$ cat config.mk
export PLATFORM = sky130hd
export DESIGN_NAME = npu_stream_feeder
export DESIGN_NICKNAME = d
export VERILOG_FILES = /design/src/rtl/npu_stream_feeder.sv
export SDC_FILE = /design/constraint.sdc
export NUM_CORES = 1
export LEC_CHECK = 0
export ABC_AREA = 1
export CAP_MARGIN = 20
export CORE_MARGIN = 4
export CORE_UTILIZATION = 50
export CTS_CLUSTER_DIAMETER = 120
export DETAILED_ROUTE_END_ITERATION = 6
export PLACE_DENSITY = 0.75
export SLEW_MARGIN = 25
export SYNTH_ARGS = -nofsm -noshare
export SYNTH_HDL_FRONTEND = slang
export SYNTH_SLANG_ARGS = --single-unit
export TNS_END_PERCENT = 100
$ cat constraint.sdc
create_clock -name clk -period 10.6 [get_ports clk]
set_input_delay 2.12 -clock clk [delete_from_list [all_inputs] [get_ports clk]]
set_output_delay 2.12 -clock clk [all_outputs]
set_load 0.1 [all_outputs]
$ cat src/rtl/npu_stream_feeder.sv
// Streams an image tensor and then a kernel tensor from a 1-cycle-latency read port
// onto an AXI-stream master. Reads are prefetched into a 2-entry FIFO that drives the
// stream outputs directly; tuser carries {rows, cols, num_channels} of the current tensor.
module npu_stream_feeder #(
   parameter int ADDR_WIDTH         = 13,
   parameter int DATA_WIDTH         = 8,
   parameter int MAX_CHANNELS       = 64,
   parameter int NUM_CHANNELS_WIDTH = $clog2(MAX_CHANNELS + 1)
) (
   input  logic                                        clk,
   input  logic                                        rst,
   input  logic                                        start,
   input  logic [ADDR_WIDTH-1:0]                       img_row,
   input  logic [ADDR_WIDTH-1:0]                       img_col,
   input  logic [ADDR_WIDTH-1:0]                       ker_row,
   input  logic [ADDR_WIDTH-1:0]                       ker_col,
   input  logic [NUM_CHANNELS_WIDTH-1:0]               num_channels,
   input  logic [ADDR_WIDTH-1:0]                       img_base,
   input  logic [ADDR_WIDTH-1:0]                       ker_base,
   output logic                                        busy,
   output logic                                        done,
   output logic                                        err,
   output logic                                        mem_rd_en,
   output logic [ADDR_WIDTH-1:0]                       mem_rd_addr,
   input  logic [DATA_WIDTH-1:0]                       mem_rd_data,
   output logic signed [DATA_WIDTH-1:0]                m_axis_tdata,
   output logic                                        m_axis_tvalid,
   input  logic                                        m_axis_tready,
   output logic                                        m_axis_tlast,
   output logic [2*ADDR_WIDTH+NUM_CHANNELS_WIDTH-1:0]  m_axis_tuser
);

   localparam int BW = 2 * ADDR_WIDTH;
   localparam int UW = 2 * ADDR_WIDTH + NUM_CHANNELS_WIDTH;

   typedef enum logic [1:0] {StIdle, StSendImg, StSendKer, StFinish} state_t;

   state_t                        state_q;
   logic [ADDR_WIDTH-1:0]         img_row_q, img_col_q, ker_row_q, ker_col_q;
   logic [ADDR_WIDTH-1:0]         img_base_q, ker_base_q;
   logic [NUM_CHANNELS_WIDTH-1:0] ch_q;
   logic [BW-1:0]                 img_beats_q, ker_beats_q;
   logic [BW-1:0]                 idx_q;
   logic                          ker_issued_q;

   // In-flight read: data appears on mem_rd_data this cycle and is pushed at the next edge
   logic                          infl_vld_q;
   logic                          infl_last_q;
   logic                          infl_end_q;
   logic [UW-1:0]                 infl_user_q;

   // 2-entry output FIFO
   logic [DATA_WIDTH-1:0]         fifo_data_q [2];
   logic                          fifo_last_q [2];
   logic                          fifo_end_q  [2];
   logic [UW-1:0]                 fifo_user_q [2];
   logic                          wr_ptr_q, rd_ptr_q;
   logic [1:0]                    fifo_cnt_q;

   logic                          cur_ker;
   logic [ADDR_WIDTH-1:0]         cur_base;
   logic [BW-1:0]                 cur_beats;
   logic [UW-1:0]                 cur_user;
   logic                          issue_last;
   logic                          issue_phase;
   logic                          space_ok;
   logic                          issue;
   logic                          push;
   logic                          pop;
   logic                          head_end;
   logic                          start_bad;

   // Current tensor selection, read issue decision and stream outputs
   always_comb begin
      cur_ker     = (state_q == StSendKer);
      cur_base    = cur_ker ? ker_base_q : img_base_q;
      cur_beats   = cur_ker ? ker_beats_q : img_beats_q;
      cur_user    = cur_ker ? {ker_row_q, ker_col_q, ch_q} : {img_row_q, img_col_q, ch_q};
      issue_last  = (idx_q == cur_beats - BW'(1));
      issue_phase = (state_q == StSendImg) || ((state_q == StSendKer) && !ker_issued_q);

      m_axis_tvalid = (fifo_cnt_q != 2'd0);
      m_axis_tdata  = m_axis_tvalid ? fifo_data_q[rd_ptr_q] : '0;
      m_axis_tlast  = m_axis_tvalid ? fifo_last_q[rd_ptr_q] : 1'b0;
      m_axis_tuser  = m_axis_tvalid ? fifo_user_q[rd_ptr_q] : '0;
      head_end      = m_axis_tvalid & fifo_end_q[rd_ptr_q];

      pop  = m_axis_tvalid & m_axis_tready;
      push = infl_vld_q;
      // A read issued now lands two edges later; count the beat leaving this cycle as free
      space_ok = ({1'b0, fifo_cnt_q} + {2'b00, infl_vld_q}) < (3'd2 + {2'b00, pop});
      issue    = issue_phase & space_ok;

      mem_rd_en   = issue;
      mem_rd_addr = issue ? (cur_base + idx_q[ADDR_WIDTH-1:0]) : '0;

      start_bad = (img_row == '0) || (img_col == '0) || (ker_row == '0) ||
                  (ker_col == '0) || (num_channels == '0);
   end

   // Job control FSM with registered busy/done/err
   always_ff @(posedge clk or posedge rst) begin
      if (rst) begin
         state_q      <= StIdle;
         busy         <= 1'b0;
         done         <= 1'b0;
         err          <= 1'b0;
         img_row_q    <= '0;
         img_col_q    <= '0;
         ker_row_q    <= '0;
         ker_col_q    <= '0;
         img_base_q   <= '0;
         ker_base_q   <= '0;
         ch_q         <= '0;
         img_beats_q  <= '0;
         ker_beats_q  <= '0;
         idx_q        <= '0;
         ker_issued_q <= 1'b0;
      end else begin
         done <= 1'b0;
         err  <= 1'b0;
         unique case (state_q)
            StIdle: begin
               if (start) begin
                  if (start_bad) begin
                     err <= 1'b1;
                  end else begin
                     img_row_q    <= img_row;
                     img_col_q    <= img_col;
                     ker_row_q    <= ker_row;
                     ker_col_q    <= ker_col;
                     img_base_q   <= img_base;
                     ker_base_q   <= ker_base;
                     ch_q         <= num_channels;
                     img_beats_q  <= BW'(img_row) * BW'(img_col);
                     ker_beats_q  <= BW'(ker_row) * BW'(ker_col);
                     idx_q        <= '0;
                     ker_issued_q <= 1'b0;
                     busy         <= 1'b1;
                     state_q      <= StSendImg;
                  end
               end
            end
            StSendImg: begin
               if (issue) begin
                  if (issue_last) begin
                     idx_q   <= '0;
                     state_q <= StSendKer;
                  end else begin
                     idx_q <= idx_q + BW'(1);
                  end
               end
            end
            StSendKer: begin
               if (issue) begin
                  if (issue_last) begin
                     ker_issued_q <= 1'b1;
                  end else begin
                     idx_q <= idx_q + BW'(1);
                  end
               end
               // Only kernel entries carry the job-end flag
               if (pop && head_end) begin
                  done    <= 1'b1;
                  state_q <= StFinish;
               end
            end
            StFinish: begin
               busy    <= 1'b0;
               state_q <= StIdle;
            end
            default: state_q <= StIdle;
         endcase
      end
   end

   // In-flight read tracking: attributes travel alongside the memory latency
   always_ff @(posedge clk or posedge rst) begin
      if (rst) begin
         infl_vld_q  <= 1'b0;
         infl_last_q <= 1'b0;
         infl_end_q  <= 1'b0;
         infl_user_q <= '0;
      end else begin
         infl_vld_q  <= issue;
         infl_last_q <= issue_last;
         infl_end_q  <= cur_ker & issue_last;
         infl_user_q <= cur_user;
      end
   end

   // FIFO pointers and occupancy
   always_ff @(posedge clk or posedge rst) begin
      if (rst) begin
         wr_ptr_q   <= 1'b0;
         rd_ptr_q   <= 1'b0;
         fifo_cnt_q <= 2'd0;
      end else begin
         if (push) wr_ptr_q <= ~wr_ptr_q;
         if (pop)  rd_ptr_q <= ~rd_ptr_q;
         fifo_cnt_q <= fifo_cnt_q + {1'b0, push} - {1'b0, pop};
      end
   end

   // FIFO storage; outputs are gated by valid so the contents need no reset
   always_ff @(posedge clk) begin
      if (push) begin
         fifo_data_q[wr_ptr_q] <= mem_rd_data;
         fifo_last_q[wr_ptr_q] <= infl_last_q;
         fifo_end_q[wr_ptr_q]  <= infl_end_q;
         fifo_user_q[wr_ptr_q] <= infl_user_q;
      end
   end

endmodule

---- Yosys cells after proc, flatten, opt, wreduce, memory -nomap -nowiden ----
Memory sizes are Yosys's and may differ from the RTL's.
Index checks and enable logic that the tools add are counted.
word-level totals
  input bits .............................. 97
  RAM bits ................................ 86
  logic and storage cells ................. 113
  bits in registers ....................... 209
  memories ................................ 4
  output and inout bits ................... 60
cells by class
  add/sub/neg operators ................... 7
  order comparisons ....................... 1
  bitwise logic cells ..................... 7
  muxes and demuxes ....................... 35
  multipliers ............................. 2
  reduce and logical (&&, ||, !) cells .... 23
  equal/unequal tests ..................... 12
memory list
  memory       depth  bits a word  rd ports  clocked after memory_dff  wr ports  line  RTL
  fifo_user_q  2      33           1         0                         1         56    logic [UW-1:0] fifo_user_q [2];
  fifo_data_q  2      8            1         0                         1         53    logic [DATA_WIDTH-1:0] fifo_data_q [2];
  fifo_end_q   2      1            1         0                         1         55    logic fifo_end_q [2];
  fifo_last_q  2      1            1         0                         1         54    logic fifo_last_q [2];
operators with widths
  cell                   count
  $mux 26                7
  $pmux 26 s3            1
  $mux 33                2
  $logic_not 13->1       4
  $mul 13x13->26         2
  $add 26x1->26 const B  1
  $eq 26x26->1           1
  $mux 13                2
  $sub 26x1->26 const B  1
  $mux 1                 14
  $add 13x13->13         1
  $mux 2                 5
  $ne 2x2->1 const B     5
  $reduce_and 5->1       2
  $mux 8                 1
  $pmux 2 s4             1
  $logic_not 7->1        1
  $ne 2x1->1 const B     3
  $reduce_and 3->1       2
  $reduce_and 6->1       1
  $reduce_bool 2->1      3
  $logic_or 1x1->1       5
  $and 1x1->1            4
  $eq 2x2->1 const B     2
  other kinds (12)       16

---- Logic depth before layout (Yosys ltp) ----
Gate-level depths: netlist of run 1.
  depth after elaboration ................. 8
  gate-level depth with buffers ........... 26
  mapped depth without buffers ............ 25

---- Worst setup path after synthesis of run 1 ----
OpenSTA, ideal clock, no wires.
  kind .................................... input port to output port
  from .................................... in m_axis_tready
  to ...................................... out mem_rd_addr[10]
  arrival time ............................ 5149 ps
  setup slack ............................. 3331 ps
  stages on the path ...................... 9
  path buffers ............................ 1
  data required time ...................... 8480 ps
  path through ............................ nand2_1 -> o21ai_1 -> inv_1 -> nor2_1 -> o21ai_1 -> clkbuf_1 -> inv_1 -> o21ai_0 -> a21oi_1
between the ends
  longest elaborated chain between the ends .. 5
RTL lines
  element             line  RTL
  start: declaration  28    input logic m_axis_tready,
  $and 1x1->1         88    pop = m_axis_tvalid & m_axis_tready;
  $add 2x1->3         91    space_ok = ({1'b0, fifo_cnt_q} + {2'b00, infl_vld_q}) < (3'd2 + {2'b00, pop});
  $lt 3x3->1          91
  $and 1x1->1         92    issue = issue_phase & space_ok;
  net mem_rd_en       23    output logic mem_rd_en,
  $mux 13             95    mem_rd_addr = issue ? (cur_base + idx_q[ADDR_WIDTH-1:0]) : '0;
  end: declaration    24    output logic [ADDR_WIDTH-1:0] mem_rd_addr,
The timed path passes the listed nets, and every way through them passes these cells.

---- Final worst setup path of run 1 ----
  from .................................... reg state_q[0]
  to ...................................... out mem_rd_addr[12]
between the ends
  longest elaborated chain between the ends .. 5
  elaborated cells between the ends (all ways) .. 8
  those cells by class .................... 1 x add/sub; 2 x eq/ne; 2 x mux; 1 x bitwise; 2 x reduce/logical
RTL lines
  element                                                 line  RTL
  start: declaration                                      38    state_t state_q;
  start signal: assignment                                104   state_q <= StIdle;
  start signal: assignment                                140   state_q <= StSendImg;
  start signal: assignment                                148   state_q <= StSendKer;
  $eq 2x2->1 (*)                                          75    cur_ker = (state_q == StSendKer);
  net cur_ker                                             60    logic cur_ker;
  branches (longest 3 deep; another with $add 13x13->13)  n/a
  $mux 13 (*)                                             95
Mark *: on every way through the listed nets, which the timed path passes.

==> flow_metrics.tcl, run 1 <==
set metrics [dict create \
    skew_ps 16.0 \
    clkPwrFrac_pct 12.9 \
    power_mw 9.31 \
    ys.flop_type "dfrtp_1" \
    crit_type "flip-flop to primary output" \
    fin_crit_ps 7430 \
    ys_seq_elements 295 \
    hold_buffers 0 \
    syn_avg_cell_area_um2 7.68 \
    hpwlAfterDp_mm 49.6 \
    area_delta_synth_final_pct 11.8 \
    worstReg2RegEnd "state_q[0]" \
    relSlewSlack_pct 29.8 \
    startpoint "state_q[0]" \
    numCtsBuffers 34 \
    grt_use_met1_pct 33.5 \
    r2r_cells 22 \
    power_switching_mw 5.05 \
    postCtsSetupRepairBufs 0 \
    crit_path_end "mem_rd_addr[12]" \
    power.internal_mw 4.25 \
    yosys_warnings 0 \
    grt_most_used_layer "met2" \
    min_path_type "flip-flop to flip-flop" \
    clock_sinks 295 \
    required_ps 8480 \
    end_kind "primary output" \
    cap_viol_max_count 0 \
    cts_resized 0 \
    irDropWorstVdd_uv 223 \
    clock.fmax_ghz 0.135 \
    drtPass1Iterations 6 \
    worst_slack_ps 3170 \
    core_um2 51700 \
    crit_fanout 55 \
    synthCells 3423 \
    grt_util_met3_pct 4.46 \
    async_flop_share_pct 70.8 \
    p_per_area_nw_per_um2 316 \
    grt_util_all_layers_pct 24.2 \
    tightest_slew_ps 1050 \
    wirelength_mm 67.0 \
    synth_cell_types 49 \
    rsz0062_at_grt "false" \
    dr_total_vias 21600 \
    rows 83 \
    grt_pass1_wl_mm 112 \
    grt_overflow 0 \
    drv_slew 0 \
    htreeDepth 2 \
    final_cell_mix "nand2_1 (1,104), inv_1 (733), fa_1 (243), dfrtp_1 (209), o21ai_0 (188)" \
    wl_per_cell_um 16.0 \
    reg2reg_slack_ps 5530 \
    synth_nets 3929 \
    antenna_found_initial 2 \
    cts-root-buf "clkbuf_16" \
    clkLatencyLatePin_ps 550 \
    fp.dieArea_um2 56300 \
    tns_ps 0 \
    cp-start-kind "flip-flop" \
    start_util_pct 50.9 \
    synth_area_leaders "dfrtp_1 (20%), fa_1 (18%), nand2_1 (16%)" \
    cts_tree "done" \
    dieWidth_um 237 \
    io_pins 157 \
    nets 3996 \
    cellLeakagePower_nw 15.7 \
    synth_edf_count 86 \
    grt_pass1_vias 21700 \
    grt_use_met2_pct 38.8 \
    worstPathArrival_ps 5310 \
    hold_viol 0 \
    clkTransAtPathRegs_ps 60 \
    yosys.area.top_type "dfrtp_1" \
    nFillCells 4721 \
    timing.rr.start "state_q[0]" \
    die_y_um 237 \
    pwr-share-comb_pct 67.6 \
    min_period_over_period_pct 70.1 \
    drive_gt1_share_pct 3.13 \
    drc_errors 0 \
    setup_violations 0 \
    ys_seq_area_share_pct 29.7 \
    cts_buffer_depth 3 \
    pre_cts_slack_ps 2620 \
    p_seq_share_pct 19.5 \
    drt_iter0_drc 1609 \
    layout_commonest_cell "nand2_1" \
    gp_congestion 0.930 \
    synth_top_area_share_pct 19.9 \
    drtAntennaViolNets 0 \
    portBuffers 156 \
    swShare_pct 54.3 \
    status "finished clean" \
    grt_max_degree 210 \
    viasPerCell 5.15 \
    syn_area_um2 26300 \
]
==> area by class of cell <==
type	count	area [um^2]	area share, %
clock inverter	20	234	0.796
clock buffer	42	891	3.03
multi-input combinational	2252	15200	51.6
antenna	1	2.50	0.00851
sequential	295	7810	26.6
inverter	740	2790	9.48
timing repair buffer	167	1670	5.67
tap	680	851	2.89
==> worst min path at each step <==
stage / start / endpoint / depth (start not counted)
detailed placement: ch_q[0] / infl_user_q[0] / 0
CTS: ch_q[2] / infl_user_q[2] / 0
global route: ch_q[2] / infl_user_q[2] / 0
finish: ch_q[2] / infl_user_q[2] / 0
floorplan: ch_q[0] / infl_user_q[0] / 0
global placement: ch_q[1] / infl_user_q[1] / 0
==> flip-flops by register name (all words and copies together) (netlist names), 2 cells and up <==
signal,count
fifo_user_q,66
infl_user_q,33
idx_q,26
img_beats_q,26
ker_beats_q,26
fifo_data_q,16
img_base_q,13
img_col_q,13
img_row_q,13
ker_base_q,13
ker_col_q,13
ker_row_q,13
ch_q,7
fifo_cnt_q,2
fifo_end_q,2
fifo_last_q,2
state_q,2
==> synthesized netlist by cell type, drive strengths merged, types with 40 or more instances <==
cell / n
nor2: 156
inv: 739
nand2: 1110
xor2: 40
fa: 243
edfxtp: 86
dfrtp: 209
o21ai: 190
clkbuf: 118
a21oi: 109
nand3: 82
ha: 166
==> critical path, stage by stage (launching register included) <==
cell and delay [ps]:
dfrtp_1 440, inv_1 170, ha_4 560, nand2_1 80, o21ai_0 120, ha_1 180, inv_1 70, fa_1 420
o31ai_1 480, a21oi_1 190, o21ai_0 340, nand2_1 100, nand2_1 70, a21oi_1 70, xor2_1 150, nor2_1 150
clkdlybuf4s50_1 1170
==> cells by family after synthesis <==
group                    share of synthesized area (%)
AND/OR/NAND/NOR                                   21.6
buffers and inverters                             12.8
adder cells (fa/ha/maj)                           26.4
AO/OA/AOI/OAI                                     7.71
flip-flops                                        29.7
XOR/XNOR                                          1.76
==> stage by stage <==
step / std cells / hold slack (ps) / utilization, % / area, um^2
final: 4197 / 375 / 56.9 / 29400
after global routing: 4197 / 384 / 56.9 / 29400
after CTS: 4195 / 376 / 56.8 / 29400
after detailed placement: 4133 / 360 / 54.6 / 28300
after global placement: 4133 / 357 / 54.6 / 28300
after floorplan: 3423 / 354 / - / 26300
==> per-layer routing <==
| metal | vias to the layer above | wire, um |
|---|---|---|
| met5 | - | 12 |
| met4 | 2 | 2140 |
| met3 | 129 | 5030 |
| met2 | 766 | 30300 |
| met1 | 10200 | 29400 |
| li1 | 10500 | - |
==> power by group through the flow <==
stage / Combinational, mW / Sequential, mW / Clock, mW
2_1_floorplan: 4.73 / 1.80 / 0
3_3_place_gp: 6.17 / 1.82 / 0
3_5_place_dp: 6.22 / 1.83 / 0
4_1_cts: 6.27 / 1.82 / 1.23
5_1_grt: 7.07 / 1.86 / 1.27
6_report: 6.29 / 1.82 / 1.20
(Power assumes the default switching activity.)
==> run 2: changes to the inputs <==
--- a/config.mk
+++ b/config.mk
@@ -11,7 +11,7 @@
 export CORE_UTILIZATION = 50
 export CTS_CLUSTER_DIAMETER = 120
 export DETAILED_ROUTE_END_ITERATION = 6
-export PLACE_DENSITY = 0.75
+export PLACE_DENSITY = 0.78
 export SLEW_MARGIN = 25
 export SYNTH_ARGS = -nofsm -noshare
 export SYNTH_HDL_FRONTEND = slang
==> constraint.sdc (replaced) <==
create_clock -name clk -period 6.77 [get_ports clk]
set_input_delay 1.354 -clock clk [delete_from_list [all_inputs] [get_ports clk]]
set_output_delay 1.354 -clock clk [all_outputs]
set_load 0.1 [all_outputs]
==> run 2 against run 1 <==
  * The flow now finishes with violations (DRC)
  * Non-clock buffer count increased by 136
  * Die area unchanged
  * Combinational power up 70%
  * Cell count increased by 3.1%
  * First-iteration DRC count up 11%
  * Sequential share of layout area fell by 0.94 points
  * Largest cell class unchanged
  * Highest routed layer unchanged
  * Core utilization grew 2.1 points
  * Worst setup slack lost 2600 ps
  * Critical endpoint is now ker_beats_q[19]
  * Critical path type is now primary input to flip-flop
  * Sequential power is 57% higher
  * Final area up 3.7%
==> flow_metrics.tcl, run 2 (same netlist as run 1, synthesis figures left out) <==
set metrics [dict create \
    fin_crit_ps 6210 \
    core_um2 51700 \
    max_stage_delay_ps 580 \
    crit_type "primary input to flip-flop" \
    tns_ps 0 \
    cap_viol_max_count 0 \
    crit_fanout 9 \
    clock.fmax_ghz 0.161 \
    p_per_area_nw_per_um2 502 \
    hold_path_end "infl_user_q[4]" \
    nets 4129 \
    min_from "ch_q[4]" \
    worst_slack_ps 562 \
    numCtsBuffers 31 \
    critical_path.top_delay_family "adder cells" \
    final_cells 4328 \
    min_path_type "flip-flop to flip-flop" \
    end_kind "flip-flop" \
    dieWidth_um 237 \
    irDropWorstVdd_uv 435 \
    cp_cell_sequence "clkdlybuf4s50_1, nand2_1, inv_1, fa_1, inv_1, fa_1, inv_1, fa_1, fa_1, inv_1, fa_1, inv_1, ha_1, a21oi_1, nand2_1, a21oi_1, inv_1, a21oi_1, o21bai_1, xnor2_1, buf_4, o21ai_0" \
    timing.rr.start "state_q[0]" \
    wl_per_cell_um 15.3 \
    start_util_pct 50.9 \
    final_cell_mix "nand2_1 (1,104), inv_1 (733), fa_1 (243), dfrtp_1 (209), o21ai_0 (188)" \
    drt_iter0_drc 1792 \
    area_delta_synth_final_pct 15.9 \
    htreeDepth 1 \
    violations "DRC" \
    rows 83 \
    grt_overflow 0 \
    portBuffers 156 \
    cp_num_buf_inv 8 \
    grt_util_all_layers_pct 24.0 \
    cts_buffer_depth 3 \
    crit_path_top_delay_cell "clkdlybuf4s50_1" \
    cts_resized 0 \
    gp_congestion 0.924 \
    worstReg2RegEnd "state_q[1]" \
    crit_top_cell "inv_1" \
    grt_pass1_wl_mm 113 \
    hold_buffers 0 \
    cellLeakagePower_nw 16.4 \
    r2r_cells 22 \
    worstPathArrival_ps 6630 \
    grt_pass1_vias 22300 \
    hold-worst-slack_ps 380 \
    power_mw 15.3 \
    hold_viol 0 \
    fp.dieArea_um2 56300 \
    clkTransAtPathRegs_ps 60 \
    wirelength_mm 66.3 \
    cts_tree "done" \
    largest_register_ffs 66 \
    skew_ps 9.84 \
    reg2reg_slack_ps 2340 \
    clock_sinks 295 \
    required_ps 7190 \
    nFillCells 4548 \
    drc_errors 11 \
    viasPerCell 5.15 \
    drv_slew 0 \
    layout_commonest_cell "nand2_1" \
    pre_cts_slack_ps 7.72 \
    drive_gt1_share_pct 7.10 \
    top_regs "fifo_user_q: 66 flops, infl_user_q: 33 flops" \
    drtPass1Iterations 7 \
    antenna_found_initial 1 \
    fin_util_pct 59.0 \
    io_pins 157 \
    dr_total_vias 22300 \
    regMostFlops "fifo_user_q" \
    postCtsSetupRepairBufs 0 \
    cts-root-buf "clkbuf_16" \
    hpwlAfterDp_mm 51.1 \
    tightest_slew_ps 1060 \
    place_area_um2 29400 \
    rsz0062_at_grt "false" \
    grt_max_degree 210 \
    antenna_cells 0 \
    drtAntennaViolNets 0 \
    min_period_over_period_pct 91.7 \
    dp_cells 4269 \
    status "finished, violations left" \
    die_y_um 237 \
    worstHoldPathCells 0 \
    setup_violations 0 \
    relSlewSlack_pct 29.4 \
    final_area_um2 30500 \
    cp-start-kind "primary input" \
    clkLatencyLatePin_ps 590 \
]
==> run 2: changes by cell type in the layout (fill, tap and decap cells not counted), sizes merged, moves of 2 or more <==
cell / change
bufinv: -2
clkbuf: -2
clkdlybuf4s50: -14
clkinv: -2
clkinvlp: +3
buf: +150
==> run 2: cell type report <==
type                       instances  area (um^2)  share of cell area, %
clock buffer                      40          871                   2.86
clock inverter                    18          186                  0.611
inverter                         740         2780                   9.13
multi-input combinational       2252        15200                   49.7
sequential                       295         7810                   25.6
tap                              680          851                   2.79
timing repair buffer             303         2830                   9.27
==> run 2: worst max path at each step <==
stage | start | end | slack [ps] | depth (start not counted)
after floorplan | state_q[0] | mem_rd_addr[10] | 440 | 18
after global placement | img_row[10] | img_beats_q[18] | 110 | 23
after detailed placement | img_col[5] | img_beats_q[18] | 8 | 22
after CTS | img_col[5] | img_beats_q[18] | 610 | 22
after global routing | img_col[5] | img_beats_q[18] | 190 | 22
final | ker_row[9] | ker_beats_q[19] | 560 | 22
==> run 2: metal layers <==
layer / GRT usage (%) / wire, um / part of all wire (%) / vias up
li1: - / - / - / 10800
met1: 33.7 / 28400 / 43 / 10600
met2: 39.7 / 30800 / 47 / 788
met3: 3.00 / 5020 / 7.6 / 116
met4: 6.85 / 1960 / 3.0 / 2
met5: 0 / 13 / 0.020 / -
==> run 2: where the power goes <==
| group | switching, mW | internal [mW] | total [mW] |
|---|---|---|---|
| sequential | 0.282 | 2.57 | 2.85 |
| combinational | 7.00 | 3.70 | 10.7 |
| clock | 0.748 | 0.996 | 1.74 |
==> run 2: worst register-to-register path, stage by stage, from the launching register on <==
cell,delay [ps]
dfrtp_1,440
inv_1,170
ha_4,570
buf_4,650
nand2_1,160
nand2_2,140
ha_1,200
nand3_1,150
nor2_2,180
nand3_1,240
nor2_2,220
nand2_1,70
nand2_1,100
nand3_1,100
nor2_1,130
nand2_1,60
nor2_1,90
nand3_1,80
buf_4,230
nand2_1,150
nand2_1,80
nand2_1,60
nand2_1,50
